==> src/rtl/fetch_unit.sv <==
// Instruction fetch stage: holds the PC, fetches over req/ack, presents decoded fields.
// Ack edge -> InstrValid next cycle; Stall holds the instruction, PC and state in VALID.
module fetch_unit #(
  parameter logic [31:0] RESET_PC = 32'h0000_0000
) (
  input  logic        clk,
  input  logic        reset_n,
  output logic [31:0] InstrAddr,
  output logic        InstrReq,
  input  logic        InstrAck,
  input  logic [31:0] InstrData,
  input  logic        Stall,
  input  logic        PCSrc,
  input  logic [31:0] Result,
  output logic [31:0] Instr,
  output logic        InstrValid,
  output logic [3:0]  Cond,
  output logic [1:0]  Op,
  output logic [5:0]  Funct,
  output logic [3:0]  Rn,
  output logic [3:0]  Rd,
  output logic [3:0]  Rm,
  output logic [31:0] PCPlus8
);

  typedef enum logic [1:0] {
    IDLE  = 2'd0,
    FETCH = 2'd1,
    VALID = 2'd2
  } state_t;

  state_t      state;
  logic [31:0] pc;
  logic [31:0] instr;
  logic        req;
  logic        vld;

  always_ff @(posedge clk or negedge reset_n) begin
    if (!reset_n) begin
      state <= IDLE;
      pc    <= RESET_PC;
      instr <= 32'h0;
      req   <= 1'b0;
      vld   <= 1'b0;
    end else begin
      case (state)
        IDLE: begin
          state <= FETCH;
          req   <= 1'b1;
          vld   <= 1'b0;
        end
        FETCH: begin
          if (InstrAck) begin
            instr <= InstrData;
            state <= VALID;
            req   <= 1'b0;
            vld   <= 1'b1;
          end
        end
        VALID: begin
          // Consume edge: redirect or fall through, then refetch immediately
          if (!Stall) begin
            pc    <= PCSrc ? {Result[31:2], 2'b00} : pc + 32'd4;
            state <= FETCH;
            req   <= 1'b1;
            vld   <= 1'b0;
          end
        end
        default: begin
          state <= IDLE;
          req   <= 1'b0;
          vld   <= 1'b0;
        end
      endcase
    end
  end

  assign InstrAddr  = pc;
  assign InstrReq   = req;
  assign InstrValid = vld;
  assign Instr      = instr;
  assign Cond       = instr[31:28];
  assign Op         = instr[27:26];
  assign Funct      = instr[25:20];
  assign Rn         = instr[19:16];
  assign Rd         = instr[15:12];
  assign Rm         = instr[3:0];
  assign PCPlus8    = pc + 32'd8;

endmodule

==> config.mk <==
export PLATFORM = sky130hd
export DESIGN_NAME = fetch_unit
export DESIGN_NICKNAME = d
export VERILOG_FILES = /design/src/rtl/fetch_unit.sv
export SDC_FILE = /design/constraint.sdc
export NUM_CORES = 1
export LEC_CHECK = 0
export CAP_MARGIN = 0
export CORE_ASPECT_RATIO = 0.75
export CORE_MARGIN = 4
export CORE_UTILIZATION = 38
export CTS_CLUSTER_DIAMETER = 30
export CTS_CLUSTER_SIZE = 25
export DETAILED_ROUTE_END_ITERATION = 10
export PLACE_DENSITY = 0.9
export SLEW_MARGIN = 30
export SYNTH_ARGS = -nofsm -noshare
export SYNTH_HDL_FRONTEND = slang
export SYNTH_SLANG_ARGS = --single-unit
==> constraint.sdc <==
create_clock -name clk -period 1.9 [get_ports clk]
set_input_delay 0.38 -clock clk [delete_from_list [all_inputs] [get_ports clk]]
set_output_delay 0.38 -clock clk [all_outputs]
set_load 0.01 [all_outputs]
=== After elaboration in Yosys (flattened, before gate mapping) ===
Cells that the tools add are included.
Widths: inputs -> output; s select.

* Add/sub/neg operators: 2
* Eq/ne operators: 4
* Muxes and demuxes: 10
* Bitwise operators: 1
* Reduce and logical (&&, ||, !) cells: 4

{| class="wikitable"
|+ Operators by type and width
! kind !! number
|-
| $add 32x3->32 const B || 1
|-
| $add 32x4->32 const B || 1
|-
| $mux 32 || 1
|-
| $pmux 2 s3 || 1
|-
| $reduce_and 2->1 || 3
|-
| $mux 1 || 4
|-
| $mux 2 || 2
|-
| $ne 2x2->1 const B || 2
|-
| $pmux 1 s3 || 1
|-
| $eq 2x1->1 const B || 1
|-
| $eq 2x2->1 const B || 1
|-
| $logic_not 2->1 || 1
|-
| $pmux 1 s2 || 1
|-
| $not 1->1 || 1
|}

* Register bits: 68
* Bits of input ports: 69
* Output and inout port bits: 122
* Logic and storage cells: 26

=== Longest topological paths before layout ===
Gate-level depths: netlist of the first run.

* Depth in word-level cells: 3
* Gate-level depth with buffers: 7
* Gate-level depth less buffers: 6

=== Least setup slack after synthesis of the first run ===
Ideal clock, no wire load.

* Path type: flip-flop to output port
* Start point: reg pc[4], in the netlist InstrAddr[4]
* End point: out PCPlus8[29]
* Arrival time: 1.820 ns
* Data required time: 1.520 ns
* Path slack: -0.300 ns
* Stages on the path, launching flop included: 7
* Path buffers: 0
* Path through: dfrtp_1 ha_1 nand2_1 nor4_4 nand2_1 nor2_1 xor2_1

* Cells in the longest elaborated chain, start to end: 1

{| class="wikitable"
|+ RTL lines
! what !! RTL line !! source
|-
| start, declared || 33 || <nowiki>logic [31:0] pc;</nowiki>
|-
| start signal, assigned || 63 || <nowiki>pc <= PCSrc ? {Result[31:2], 2'b00} : pc + 32'd4;</nowiki>
|-
| $add 32x4->32 || 88 || <nowiki>assign PCPlus8 = pc + 32'd8;</nowiki>
|-
| end, declared || 23 || <nowiki>output logic [31:0] PCPlus8</nowiki>
|}

No other way between the ends.

=== Worst setup path after layout of the first run ===
* Start point: reg pc[9], in the netlist InstrAddr[9]
* End point: out PCPlus8[28]

The elaborated chain is that of the path after synthesis.

==> results of run 1 <==
-- per-layer routing --
layer | GRT usage (%) | wire (um) | vias to the layer above
met3 | 5.49 | 1280 | 53
met1 | 30.5 | 6160 | 2249
li1 | - | - | 2037
met4 | 8.08 | 455 | 0
met5 | 0 | 0 | -
met2 | 42.3 | 8190 | 288
-- state kept, by name, summed over array words and instances, names as in the netlist --
signal and flops:
state 2, Instr 32, InstrAddr 30, InstrReq 1, InstrValid 1
-- layout make-up --
class | count | area (um^2)
clock buffers | 10 | 229
clock inverters | 6 | 115
fillers | 712 | 2910
inverters | 9 | 33.8
multi-input cells | 299 | 2390
flip-flops and latches | 66 | 1660
well taps | 136 | 170
repair buffers | 307 | 2820
-- report_power, final --
| group | internal, mW | leakage (nW) | switching (mW) |
|---|---|---|---|
| Clock | 1.29 | 0.163 | 0.640 |
| Combinational | 3.59 | 2.34 | 2.85 |
| Sequential | 2.08 | 0.777 | 0.613 |
-- cell usage after synthesis (4+ instances only) --
cell type	number
a21oi_1	23
a31oi_1	4
and2_1	4
and3_1	12
buf_1	5
buf_2	7
buf_4	32
clkbuf_1	13
dfrtp_1	66
inv_1	9
mux2_2	32
nand2_1	35
nand3_1	17
nand4_1	9
nor2_1	32
nor3_1	5
nor4_1	4
o211ai_1	4
o21ai_0	25
o22ai_1	4
or3_1	4
xnor2_1	14
xor2_1	13
-- critical path, delay by kind of cell, from the launching register on --
family / cells / cell delay [ns]
XOR/XNOR: 1 / 0.14
buffers and inverters: 2 / 0.25
flip-flops: 1 / 0.41
AND/OR/NAND/NOR: 3 / 0.84
-- per-stage QoR --
stage	utilization [%]	cells	worst slack (ns)
2_1_floorplan	-	432	-0.207
3_3_place_gp	63.5	782	-0.443
3_5_place_dp	63.5	782	-0.505
4_1_cts	69.8	823	-0.415
5_1_grt	71.9	833	-0.531
6_report	71.9	833	-0.463
-- layout by cell type, fill, tap and decap left out, drive strengths merged, types with 3 or more instances in the layout --
cell type and instances:
and4 3, nand2 36, clkdlybuf4s50 147, nand3 18
and3 12, nand4 13, buf 149, a21oi 23
or3 4, o311ai 3, inv 9, nor4 6
dfrtp 66, nor2 32, o22ai 4, o211ai 4
and2 4, dlymetal6s2s 6, xnor2 14, a31oi 4
conb 4, xor2 13, o22a 3, dlygate4sd2 3
o21ai 25, bufinv 3, mux2 32, o21a 3
a2bb2oi 3, clkbuf 11, nor3 6
-- worst max-delay path by stage --
stage                       start     endpoint  depth (start not counted)
floorplan           InstrAddr[16]  PCPlus8[28]                          6
global placement     InstrAddr[9]  PCPlus8[28]                          5
detailed placement  InstrAddr[12]  PCPlus8[28]                          5
CTS                 InstrAddr[16]  PCPlus8[28]                          6
global route        InstrAddr[16]  PCPlus8[27]                          8
finish               InstrAddr[9]  PCPlus8[28]                          6
-- cells by family after synthesis --
family,count (synthesis),synth area share [%]
AOI/OAI and AO/OA,91,14.4
xor gates and xnor gates,27,5.86
adders and majority gates,2,0.620
buffers and inverters,67,9.45
DFF,66,40.9
muxes,33,9.18
other,1,0.0929
and+or+nand+nor,142,19.4
-- repair_timing --
item / in CTS / in global routing
buffers inserted: 25 / 14
pin swaps: 33 / 23
gates resized for setup: 160 / 45
endpoints found under the setup margin: 31 / 46
endpoints found under the hold margin: 0 / 0
==> flow_summary.ini, run 1 <==
[timing]
tightest_slew_ns = 0.752
period_share_pct = 124
setup_violations = 31
slew_violations = 0
fin_ws_ns = -0.463
setup-tns-final_ns = -8.03
fin_skew_ns = 0.00673
rsz0062_at_grt = yes
max_freq_ghz = 0.423
whs_ns = 0.111
period_minus_slack_ns = 2.36
relSlewSlack_pct = 49.9
hold_viol = 0

[synth]
synth_ff_type = dfrtp_1
synth_top_cells_by_area = dfrtp_1 41%, mux2_2 8.9%, buf_4 6.0%
synth-edff-count = 0
yosys.area.top_type = dfrtp_1
synth-async-reset-ratio_pct = 100
synthesis.area_um2 = 4040
syn_inst = 429
synth_top_area_share_pct = 40.9
synth_cell_types = 61
yosysWarnings = 0
ys_seq_elements = 66
yosysSeqAreaShare_pct = 40.9
syn_area_per_cell_um2 = 9.41

[floorplan]
rows = 32
io_pins = 191
die_w_um = 127
die_h_um = 97.3
die_area_um2 = 12400
start_util_pct = 39.1
core_um2 = 10300

[worst_setup_path]
cp_data_required_time_ns = 1.52
crit_path_top_delay_cell = or4_4
crit_chain = buf_6, and4_4, nand4_4, or4_4, xnor2_2, buf_2
r2r-start = InstrAddr[9]
max_stage_delay_ns = 0.46
r2r_cells = 10
setup.worst_path.class = reg2out
endpoint_kind = output port
worstPathArrival_ns = 1.98
rrSetupSlack_ns = -0.18
crit_fanout = 4
start_kind = flop
rr_endpoint = InstrAddr[28]

[route]
vias = 4627
antenna_left = 0
first_pass_iters = 5
wire_per_inst_um = 19.3
drc_errors = 0
drt-total-wl_um = 16100
vias_per_cell = 5.55
first_iter_violations = 327

[cells_and_area]
drive_gt1_share_pct = 37.9
diodes = 0
syn2layout_area_growth_pct = 83.9
fin_nets = 763
fin_area_um2 = 7420

[grt]
grtUsageTotal_pct = 24.6
grt_max_degree = 33
grt_pass1_wl_um = 24500
grt.overflow.total = 0
grt_pass1_vias = 4799
antenna_found_initial = 0

[place]
place_area_um2 = 6560
hpwl_um = 10900
numPortBuffers = 184
place_congestion = 0.886

[hold_path]
hold_class = in2async

[power_and_ir_drop]
power_mw = 11.1
ir_drop_v = 0.000891
leakage_nw = 3.28
power_density_nw_per_um2 = 1490

[clocking]
clock-sinks = 66
path_clk_slew_ns = 0.06
cts-htree-levels = 3
root_buffer = clkbuf_16
cts_hold_buf = 0
cts_buffers = 9
clk_latency_ns = 0.33
clock_path_buffers = 2
cts_tree = done

[status]
violations = setup timing
status = complete, but fails checks

[job]
max_cap_violations = 0
Note: power is estimated with default switching activity, not from simulation.
==> inputs of run 2 (changes only) <==
- CORE_MARGIN: 4 -> default
- REMOVE_ABC_BUFFERS: default -> 1
==> flow_summary.ini, run 2 (synthesis gave the netlist of run 1 again) <==
[grt]
grt_use_met3_pct = 7.16
grtUsageTotal_pct = 27.3
busiest_layer = met2
grt.overflow.total = 0
grt_pass1_wl_um = 23500
gr-usage-met1_pct = 32.9
grt_max_degree = 67
gr-usage-met2_pct = 47.0
antenna_found_initial = 0
grt_pass1_vias = 4697

[floorplan]
die_area_um2 = 11000
rows = 32
die_h_um = 91.3
die_w_um = 121
core_um2 = 10300
start_util_pct = 39.2
io_pins = 191

[place]
place_congestion = 0.901
dp_cells = 793
numPortBuffers = 184
place_area_um2 = 6530
hpwl_um = 10300

[worst_setup_path]
cp_data_required_time_ns = 1.52
crit_buf_inv = 4
max_stage_delay_ns = 0.41
crit_family = buffers and inverters
worst_path_most_repeated_cell = buf_6
crit_path_top_delay_cell = dfrtp_1
crit_fanout = 3
setup.worst_path.class = reg2out
crit_chain = buf_6, nand4_1, buf_4, nor2_2, nand2_2, buf_6, nor2_4, xor2_1, buf_2
start_kind = flop
worstPathArrival_ns = 2.00
endpoint_kind = output port

[route]
first_iter_violations = 320
drt-total-wl_um = 16100
antenna_left = 0
vias_per_cell = 5.48
vias = 4650
first_pass_iters = 5
drc_errors = 0
wire_per_inst_um = 19.0

[clocking]
cts_buffers = 9
root_buffer = clkbuf_16
cts-htree-levels = 3
cts_tree = done
clk_latency_ns = 0.33
path_clk_slew_ns = 0.06
clock-sinks = 66
clock_path_buffers = 2

[cells_and_area]
layout_commonest_cell = clkdlybuf4s50_1
fillerInstances = 676
fin_nets = 779
final_util_pct = 72.9
diodes = 0
drive_gt1_share_pct = 39.3
largest_reg_flops = 32
fin_area_um2 = 7500
final_cell_mix = 144 x clkdlybuf4s50_1, 105 x buf_4, 64 x dfrtp_1
syn2layout_area_growth_pct = 85.9
stdcell_count = 849

[timing]
period_minus_slack_ns = 2.38
rsz0062_at_grt = yes
slew_violations = 0
hold_viol = 0
period_share_pct = 126
max_freq_ghz = 0.419
fin_skew_ns = 0.00491
fin_ws_ns = -0.485
setup_violations = 30
whs_ns = 0.0621

[power_and_ir_drop]
power_mw = 11.0
leakage_nw = 3.41
power_density_nw_per_um2 = 1460
ir_drop_v = 0.00116

[job]
max_cap_violations = 0

[hold_path]
hold_class = in2async

[status]
violations = setup timing
status = complete, but fails checks
## run 2: changes by cell type in the layout (fill, tap and decap cells not counted), moves of 3 or more
cell,before,now
inv_6,0,4
dfrtp_2,6,2
buf_6,23,28
clkdlybuf4s50_1,147,144
bufinv_16,3,0
dfrtp_1,60,64
buf_4,92,105
nor2_4,12,9
## run 2: final cells by class
cell class / count / area, um^2 / area share (%)
multi-input cells: 299 / 2420 / 32.3
well taps: 136 / 170 / 2.27
repair buffers: 323 / 2940 / 39.2
flip-flops and latches: 66 / 1650 / 22.0
inverters: 9 / 33.8 / 0.450
clock buffers: 9 / 225 / 3.00
clock inverters: 7 / 58.8 / 0.784
## run 2: what timing repair did
| item | CTS | global route |
|---|---|---|
| pin swaps | 30 | 33 |
| hold buffers | 0 | 0 |
| gates resized for setup | 157 | 76 |
| endpoints found under the setup margin | 29 | 49 |
| setup buffers | 25 | 18 |
## run 2: report_power, final
part           internal, mW  switching, mW
clock network         0.904          0.701
registers              2.07          0.617
logic                  3.72           2.95
## run 2: final timing paths
path / startpoint / end / slack, ns / cells past startpoint
worst max-delay path: InstrAddr[15] / PCPlus8[31] / -0.48 / 9
worst min-delay path: reset_n / InstrAddr[24] / 0.06 / 2
worst max register to register: InstrAddr[8] / InstrAddr[23] / -0.18 / 11
worst min register to register: Instr[7] / Instr[7] / 0.51 / 1
max in group asynchronous: reset_n / InstrAddr[6] / 1.53 / 2
min in group clk: Instr[7] / Instr[7] / 0.51 / 1
## run 2: metrics by stage
step | TNS (ns) | setup WS, ns
after CTS | -6.88 | -0.440
after detailed placement | -8.54 | -0.529
after global placement | -7.27 | -0.489
final | -8.24 | -0.485
after global routing | -10.70 | -0.556
after floorplan | -2.17 | -0.311
## run 2: metal layers
layer / part of all wire [%] / vias to the layer above
li1: - / 2067
met1: 39 / 2285
met2: 51 / 255
met3: 7.7 / 43
met4: 2.7 / 0
met5: 0 / -
==> inputs of run 3 (changes only) <==
- CORE_ASPECT_RATIO: 0.75 -> default
==> flow_summary.ini, run 3 (synthesis gave the netlist of run 1 again) <==
[worst_setup_path]
cp_data_required_time_ns = 1.52
worstPathArrival_ns = 2.01
start_kind = flop
setup.worst_path.class = reg2out
r2r_cells = 10
endpoint_kind = output port
crit_fanout = 2

[clocking]
cts_hold_buf = 0
clock-sinks = 66
clock_path_buffers = 2
clk_latency_ns = 0.35
path_clk_slew_ns = 0.09
cts-htree-levels = 3
cts_buffers = 9
root_buffer = clkbuf_8
cts_tree = done

[route]
vias_per_cell = 5.62
drt-total-wl_um = 16300
drc_errors = 0
first_pass_iters = 5
wire_per_inst_um = 19.3
antenna_left = 0
vias = 4736
first_iter_violations = 245

[cells_and_area]
final_cell_mix = 140 x clkdlybuf4s50_1, 95 x buf_4, 65 x dfrtp_1
final_util_pct = 71.6
diodes = 0
largest_reg_flops = 32
stdcell_count = 843
syn2layout_area_growth_pct = 83.2
fin_area_um2 = 7390
fin_nets = 773
layout_commonest_cell = clkdlybuf4s50_1
drive_gt1_share_pct = 39.2
fillerInstances = 717

[grt]
antenna_found_initial = 0
grt_pass1_wl_um = 24100
grtUsageTotal_pct = 27.6
grt.overflow.total = 0
grt_pass1_vias = 4786
grt_max_degree = 43

[place]
numPortBuffers = 184
place_congestion = 0.936
place_area_um2 = 6440
post-place-ws_ns = -0.577
hpwl_um = 10500
dp_cells = 785

[timing]
period_minus_slack_ns = 2.39
fin_ws_ns = -0.493
relSlewSlack_pct = 54.7
slew_violations = 0
period_share_pct = 126
tightest_slew_ns = 0.680
setup_violations = 36
setup-tns-final_ns = -8.87
rsz0062_at_grt = yes
hold_viol = 0
fin_skew_ns = 0.0209
max_freq_ghz = 0.418

[floorplan]
core_um2 = 10300
die_w_um = 105
die_h_um = 105
io_pins = 191
die_area_um2 = 11000
start_util_pct = 39.1
rows = 37

[hold_path]
hold_class = in2async

[status]
violations = setup timing
status = complete, but fails checks

[power_and_ir_drop]
power_density_nw_per_um2 = 1410
ir_drop_v = 0.000910
leakage_nw = 3.31

[job]
max_cap_violations = 0
## run 3: changes by cell type in the layout (fill, tap and decap cells not counted), sizes merged
cell	delta
clkbuf	+1
buf	-6
clkdlybuf4s50	-4
dlymetal6s2s	+1
dlygate4sd2	+3
inv	-3
bufinv	+2
## run 3: timing repair
| action | 4_1_cts | 5_1_grt |
|---|---|---|
| setup endpoints to repair | 32 | 56 |
| pin swaps | 30 | 37 |
| buffers inserted | 28 | 15 |
| gates cloned | 0 | 0 |
| resized for setup | 184 | 63 |
## run 3: critical path: stages (launching register included)
cell     delay, ns
dfrtp_1       0.37
buf_4         0.12
buf_6         0.09
nand4_1       0.13
buf_4         0.20
nor2_4        0.20
buf_6         0.15
nand4_4       0.12
xnor2_1       0.14
buf_2         0.14
## run 3: cell type report
class,count,area [um^2],area share (%)
well taps,136,170,2.30
flip-flops and latches,66,1650,22.4
inverters,9,33.8,0.457
clock inverters,6,88.8,1.20
clock buffers,10,128,1.73
multi-input cells,299,2430,32.8
repair buffers,317,2890,39.1
## run 3: routing by layer
layer | track usage, % | up-vias | part of all wire, % | routed length, um
met1 | 32.4 | 2254 | 36 | 5910
met5 | 0 | - | 0 | 0
met4 | 13.5 | 0 | 4.3 | 705
li1 | - | 2051 | - | -
met3 | 5.30 | 86 | 8.2 | 1330
met2 | 48.1 | 345 | 51 | 8360
## run 3: worst paths after layout
| kind | startpoint | end | slack, ns |
|---|---|---|---|
| max in group asynchronous | reset_n | InstrAddr[9] | 1.15 |
| hold / removal | reset_n | InstrAddr[19] | 0.06 |
| min in group clk | Instr[10] | Instr[10] | 0.51 |
| hold reg to reg | Instr[10] | Instr[10] | 0.51 |
| setup / recovery | InstrAddr[17] | PCPlus8[23] | -0.49 |
| setup reg to reg | InstrAddr[8] | InstrAddr[28] | -0.15 |
## run 3: power breakdown
group | total (mW) | switching, mW | internal [mW]
Clock | 1.34 | 0.601 | 0.742
Combinational | 6.50 | 2.93 | 3.57
Sequential | 2.61 | 0.552 | 2.06
## run 3: metrics by stage
| step | hold WS, ns | power [mW] |
|---|---|---|
| 2_1_floorplan | 0.0844 | 4.71 |
| 6_report | 0.0553 | 10.5 |
| 3_3_place_gp | 0.416 | 8.32 |
| 3_5_place_dp | 0.429 | 8.53 |
| 5_1_grt | 0.0759 | 10.9 |
| 4_1_cts | 0.0574 | 10.1 |
